### src/rtl/regfile_2r1w_clr.sv
// Two-read / one-write register file with registered reads, write-to-read bypass and a post-reset clear sequencer.
// Optional macro REGFILE_ZERO_REG_EN hardwires entry 0 to zero (writes dropped, reads return 0, no bypass).
module regfile_2r1w_clr #(
    parameter int WIDTH  = 32,
    parameter int DEPTH  = 32,
    parameter int ADDR_W = 5
) (
    input  logic              clk,
    input  logic              rst,
    input  logic              we,
    input  logic [ADDR_W-1:0] waddr,
    input  logic [WIDTH-1:0]  wdata,
    input  logic              re1,
    input  logic [ADDR_W-1:0] raddr1,
    output logic [WIDTH-1:0]  rdata1,
    input  logic              re2,
    input  logic [ADDR_W-1:0] raddr2,
    output logic [WIDTH-1:0]  rdata2,
    output logic              ready
);

    typedef enum logic {S_CLEAR, S_RUN} state_t;

    localparam logic [ADDR_W:0]   LP_DEPTH = (ADDR_W+1)'(DEPTH);
    localparam logic [ADDR_W-1:0] LP_LAST  = ADDR_W'(DEPTH - 1);

    state_t            r_state;
    logic [ADDR_W-1:0] r_clr_ptr;
    logic [WIDTH-1:0]  r_mem [DEPTH];

    logic             w_waddr_ok;
    logic             w_raddr1_ok;
    logic             w_raddr2_ok;
    logic             w_wr_ok;
    logic [WIDTH-1:0] w_rd1_nxt;
    logic [WIDTH-1:0] w_rd2_nxt;

    assign w_waddr_ok  = {1'b0, waddr}  < LP_DEPTH;
    assign w_raddr1_ok = {1'b0, raddr1} < LP_DEPTH;
    assign w_raddr2_ok = {1'b0, raddr2} < LP_DEPTH;

`ifdef REGFILE_ZERO_REG_EN
    assign w_wr_ok = we && w_waddr_ok && (waddr != '0);
`else
    assign w_wr_ok = we && w_waddr_ok;
`endif

    // Bypass only matches in-range write addresses, so an out-of-range read never sees wdata.
    always_comb begin
        w_rd1_nxt = '0;
        if (w_raddr1_ok) begin
            if (w_wr_ok && (waddr == raddr1)) begin
                w_rd1_nxt = wdata;
            end else begin
                w_rd1_nxt = r_mem[raddr1];
            end
        end
`ifdef REGFILE_ZERO_REG_EN
        if (raddr1 == '0) begin
            w_rd1_nxt = '0;
        end
`endif
    end

    always_comb begin
        w_rd2_nxt = '0;
        if (w_raddr2_ok) begin
            if (w_wr_ok && (waddr == raddr2)) begin
                w_rd2_nxt = wdata;
            end else begin
                w_rd2_nxt = r_mem[raddr2];
            end
        end
`ifdef REGFILE_ZERO_REG_EN
        if (raddr2 == '0) begin
            w_rd2_nxt = '0;
        end
`endif
    end

    // Storage has no reset; the clear sequencer owns the write port until ready rises.
    always_ff @(posedge clk) begin
        if (!rst) begin
            if (r_state == S_CLEAR) begin
                r_mem[r_clr_ptr] <= '0;
            end else if (w_wr_ok) begin
                r_mem[waddr] <= wdata;
            end
        end
    end

    always_ff @(posedge clk) begin
        if (rst) begin
            r_state   <= S_CLEAR;
            r_clr_ptr <= '0;
            ready     <= 1'b0;
            rdata1    <= '0;
            rdata2    <= '0;
        end else begin
            case (r_state)
                S_CLEAR: begin
                    r_clr_ptr <= r_clr_ptr + 1'b1;
                    if (r_clr_ptr == LP_LAST) begin
                        r_state <= S_RUN;
                        ready   <= 1'b1;
                    end
                end
                S_RUN: begin
                    if (re1) begin
                        rdata1 <= w_rd1_nxt;
                    end
                    if (re2) begin
                        rdata2 <= w_rd2_nxt;
                    end
                end
                default: r_state <= S_CLEAR;
            endcase
        end
    end

endmodule

### config.mk
export PLATFORM = sky130hd
export DESIGN_NAME = regfile_2r1w_clr
export DESIGN_NICKNAME = d
export VERILOG_FILES = /design/src/rtl/regfile_2r1w_clr.sv
export SDC_FILE = /design/constraint.sdc
export NUM_CORES = 1
export LEC_CHECK = 0
export BUFFER_PORTS_ARGS = -buffer_cell sky130_fd_sc_hd__buf_2
export CAP_MARGIN = 15
export CORE_ASPECT_RATIO = 0.5
export CORE_UTILIZATION = 40
export DETAILED_ROUTE_END_ITERATION = 12
export GPL_TIMING_DRIVEN = 0
export HOLD_SLACK_MARGIN = 0.03
export PLACE_DENSITY_LB_ADDON = 0.1
export SLEW_MARGIN = 40
export SYNTH_ARGS = -nofsm -noshare
export SYNTH_HDL_FRONTEND = slang
export SYNTH_SLANG_ARGS = --single-unit
### constraint.sdc
create_clock -name clk -period 6.7 [get_ports clk]
set_clock_uncertainty 0.2 [all_clocks]
set_input_delay 0.67 -clock clk [delete_from_list [all_inputs] [get_ports clk]]
set_output_delay 0.67 -clock clk [all_outputs]
set_load 0.01 [all_outputs]
After elaboration in Yosys (flattened, before gate mapping)
Memories as Yosys holds them, arrays and structs flattened. A register that Yosys moved wholly into a read port is not among the register bits.
Cells that the tools add are included.

word-level totals
  memories = 1
  register bits = 7
  latch bits = 0
  bits in read-only memories = 0
  RAM bits = 1,024

cells by class
  equality and inequality tests = 1
  multipliers = 0
  div/mod/pow operators = 0
  shift operators = 0
  bitwise logic cells = 1
  muxes and demuxes = 12
  add/sub/neg operators = 1
  order comparisons = 0
  reductions and logical operators = 4

memories
  name   words  width  read ports  clocked after memory_dff  write ports  RTL line  RTL
  r_mem  32     32     2           2                         1            29        logic [WIDTH-1:0] r_mem [DEPTH];

operators by type and width
  cell                                                           number
  32-bit two-way mux                                             1
  32-bit OR reduction                                            1
  1-bit two-way mux                                              10
  2-bit AND reduction                                            3
  5-bit by 1-bit adder with 5-bit output, second input constant  1
  5-bit == test, second input constant                           1
  5-bit two-way mux                                              1
  1-bit NOT                                                      1

Longest topological paths before layout
  word-level depth = 6
  depth in mapped cells = 11

Least setup slack after synthesis
Ideal clock, no wire load.

  path kind = input-to-reg
  start point = input port rst
  end point = memory r_mem[24][0], enable pin
  arrival time = 3,312 ps
  slack = 2,767 ps
  setup time = 421 ps
  data required time = 6,079 ps
  stages = 9
  cell sequence = buf_4 -> and3b_1 -> buf_6 -> clkbuf_1 -> clkbuf_1 -> nand3_1 -> nand2_1 -> nand2_1 -> nor2_1

on the way
  cells in the longest elaborated chain, start to end = 4
  elaborated cells between the ends (all ways) = 7

ends and longest elaborated chain
  item                                                                     RTL line  RTL
  start, declared                                                          9         input logic rst,
  1-bit two-way mux                                                        83        if (!rst) begin
  1-bit two-way mux (not written as such)                                  87        r_mem[waddr] <= wdata;
  32-bit OR reduction (no line)                                            --
  5-bit two-way mux (no line) / 1-bit two-way mux (equally long branches)  --
  end, declared                                                            29

Parallel ways exist; a longest one is shown, timed or not.

==> results by group <==
Timing
  – Setup Viol. Count Final: 0
  – Setup ws final: approximately 2.7 ns
  – Number of pins exceeding their max-slew limit in the final report: 0
  – Accumulated negative setup slack: 0 ns
  – Fin. Hold Viols: 0
  – Maximum achievable frequency: between 0.2 and 0.3 GHz
  – Min Tclk post-route: 3.96 ns
  – Unrepaired setup endpoints after global routing: no
  – Worst slew slack as a fraction of its limit: 34.2%
  – Ratio of final minimum period to clock period: roughly three fifths
  – Measured slew at the worst slew-check pin: slightly below 1 ns

Finish
  – Design area: 0.0598 mm²
  – Count of placed standard cells in the final layout, fillers left out: 5234
  – Relative area change from synthesis to final layout: 16.8%
  – Ratio of cells with drive above 1 in the final layout: between 20 and 30%
  – Final nets: 3501
  – Most frequent cells in the layout: 1024 x edfxtp_1, 429 x mux2i_1, 329 x mux4_2
  – Fillcell total: 10800
  – Most common cell after layout, fill and taps aside: edfxtp_1

Global routing
  – Total overflow reported by the global router: 0
  – Wire length of the first global-routing pass: between 200000 and 300000 µm
  – GRT Overall Usage: ~32%
  – Pin count of the biggest net entering global routing: 35
  – Antenna violations before repair: 6
  – Vias in the first global route: 32600

Synthesis
  – Number of register bits inferred by synthesis: ~1100
  – Unique cell type count in the Yosys netlist: 44
  – Number of standard cells after synthesis: 3137
  – Top_reg_cell synth: edfxtp_1
  – Share of flip-flops with an asynchronous set or reset: 0%
  – Number of enable-type register cells in the synthesized netlist: around 1000
  – Synth Warn #: 0
  – Post-synthesis sequential area ratio: a little over three fifths
  – Post-Syn Area per Cell: 16.3 µm²
  – Synth Net Count: 3191
  – Area of the mapped netlist: 0.0512 mm²

CTS
  – Number of buffers added by the clock tree synthesis step: around 100
  – Clock latency on the worst-skew pair: 0.75 ns
  – Setup Fix Bufs, Post-CTS: 0
  – Post-CTS sizing: 0
  – CTS clock-pin slew for the worst setup and hold paths: roughly 0.070 ns
  – H-tree lvl count: 3
  – Number of sinks driven by the clock tree: 1095
  – Clock tree from TritonCTS: yes
  – Clock Tree Root: clkbuf_16
  – Maximum root-to-sink buffer count: 3
  – Hold-fix buffers at CTS: 0

Critical path
  – Max stage delay cell, worst path: buf_2
  – Peak fanout along the critical path: 10
  – Required time reported for the critical path endpoint: 7.13 ns
  – Critical path class: input port to flip-flop
  – Beginning of the worst register-to-register path: r_state
  – Most frequent cell on the critical path: buf_2
  – Arrival time of the worst setup path: approximately 4.4 ns
  – Kind of end point of the critical path: flip-flop
  – Reg2Reg Depth: 12
  – Slowest cell delay on critical path: 0.61 ns
  – Critical path, cell by cell: buf_2, buf_2, buf_4, buf_2, buf_2, mux2i_1, nand2_1, a31oi_1, nand4_1, a22o_1
  – Worst reg-to-reg setup slack: 2.82 ns
  – Type of origin of the critical path: input port
  – R2R Path End: r_mem[30][8]

Worst hold path
  – Endpoint of the worst hold-timing path: rdata2[23]
  – Hold Path Depth: 4
  – Class of the most critical hold timing path: input port to flip-flop
  – Min-delay src: wdata[23]

Placement
  – Post-detailed-placement cell area: between 0.05 and 0.06 mm²
  – Worst slack at placement: 2.06 ns
  – Final HPWL DP: ~150000 µm
  – Number of cells in the design after placement: 5033
  – Routability Congestion: about 1
  – Number of port buffers: 112

Power
  – Standby leakage power: 0.0223 µW
  – VDD IR max: 0.221 mV
  – Pwr per Cell Area: 251 mW/mm²
  – Power after layout: 15000 µW

Route
  – ANT nets after route: 0
  – Total iterations of the first detailed-routing run: 7
  – Drt first-iter violations: 5475
  – Routed vias: 34400
  – Per-cell routed wire length: 40.5 µm
  – # DRC: 0
  – DR vias/cell: ~6.6
  – Total routed wirelength: 212000 µm

Die
  – Area enclosed by the die boundary: 0.129 mm²
  – Core area: 0.126 mm²
  – Overall die width: between 500 and 600 µm
  – Ports: 117
  – Effective utilization at floorplan: 40.5%
  – Cell Rows: 92
  – Die height: 255 µm

Run
  – Max_cap viols: 0

Run status
  – Result of the run: finished, final reports clean
worst max-delay path, delay by kind of cell:
kind            cells  cell delay (ns)
mux                 1             0.33
buf+inv             5             2.37
compound gates      2             0.63
simple gates        2             0.34
how the worst max path moves through the flow:
stage	from	end	slack, ns
after global placement	rst	r_mem[21][14]	-0.98
final	raddr2[0]	rdata2[19]	2.74
after global routing	raddr2[0]	rdata2[19]	2.75
after CTS	raddr2[0]	rdata2[19]	2.83
after detailed placement	raddr2[0]	rdata2[19]	2.06
after floorplan	rst	r_mem[24][0]	2.77
cells in the mapped netlist (3+ instances only):
| master | number | share of area (%) |
|---|---|---|
| nand2b_1 | 5 | 0.061 |
| dfxtp_1 | 71 | 2.8 |
| nand3b_1 | 6 | 0.088 |
| inv_1 | 13 | 0.095 |
| o31ai_1 | 54 | 0.79 |
| edfxtp_1 | 1024 | 60 |
| a211oi_1 | 151 | 2.2 |
| nand3_1 | 33 | 0.32 |
| a31oi_1 | 11 | 0.13 |
| buf_6 | 3 | 0.066 |
| a22oi_1 | 134 | 2.0 |
| o21ai_0 | 21 | 0.21 |
| nor3_1 | 9 | 0.088 |
| mux2_2 | 11 | 0.24 |
| mux4_2 | 329 | 14 |
| nand2_1 | 194 | 1.4 |
| nor2_1 | 96 | 0.70 |
| a22o_1 | 15 | 0.26 |
| a221oi_1 | 9 | 0.15 |
| and2_1 | 25 | 0.31 |
| clkbuf_1 | 129 | 0.95 |
| o22ai_1 | 19 | 0.23 |
| nand4_1 | 12 | 0.15 |
| nor2b_1 | 75 | 0.92 |
| a21oi_1 | 99 | 0.97 |
| nor4_1 | 11 | 0.13 |
| xnor2_1 | 7 | 0.12 |
| buf_4 | 18 | 0.26 |
| xor2_1 | 5 | 0.086 |
| buf_1 | 18 | 0.13 |
| buf_2 | 83 | 0.81 |
| mux2i_1 | 429 | 8.4 |
sequential cells by signal (all words and copies together) (netlist names):
register   cells
r_clr_ptr      5
r_mem       1024
r_state        1
rdata1        32
rdata2        32
ready          1
power by group:
part           switching [µW]  internal, µW  total (µW)  leakage, µW
Sequential               17.4          7400        7420       0.0117
Combinational             844           393        1240      0.00887
Clock                    2820          3520        6340      0.00176
final cells by class:
type	instances	area, µm²	area share [%]
flip-flops and latches	1095	32200	53.8
multi-input cells	1778	18100	30.3
clock buffers	134	2920	4.89
repair buffers	204	2490	4.17
well taps	1692	2120	3.54
plain buffers	251	1270	2.12
clock inverters	63	648	1.08
inverters	13	48.8	0.0816
diodes	4	10.0	0.0167
kinds of logic (layout without fill, tap and decap cells):
logic type / count (synthesis) / after routing / share of synthesized area [%]
compound gates: 517 / 517 / 6.99
xor+xnor: 12 / 12 / 0.205
fa+ha+maj: 2 / 2 / 0.0489
buf+inv: 264 / 665 / 2.32
flops: 1095 / 1095 / 62.9
mux: 770 / 770 / 23.2
other cells: 0 / 4 / 0
simple gates: 477 / 477 / 4.41
stage by stage:
step,hold slack [ns],util (%)
floorplan,0.279,-
detailed placement,0.241,44.4
CTS,0.138,47.3
global placement,0.242,42.6
finish,0.168,47.3
global route,0.178,47.3
metal layers:
layer	track usage, %	wire (µm)
met5	0	0
met4	11.6	8070
met3	10.3	26200
met2	46.7	89600
met1	46.2	87800
Power figures use the tool's default switching activity.
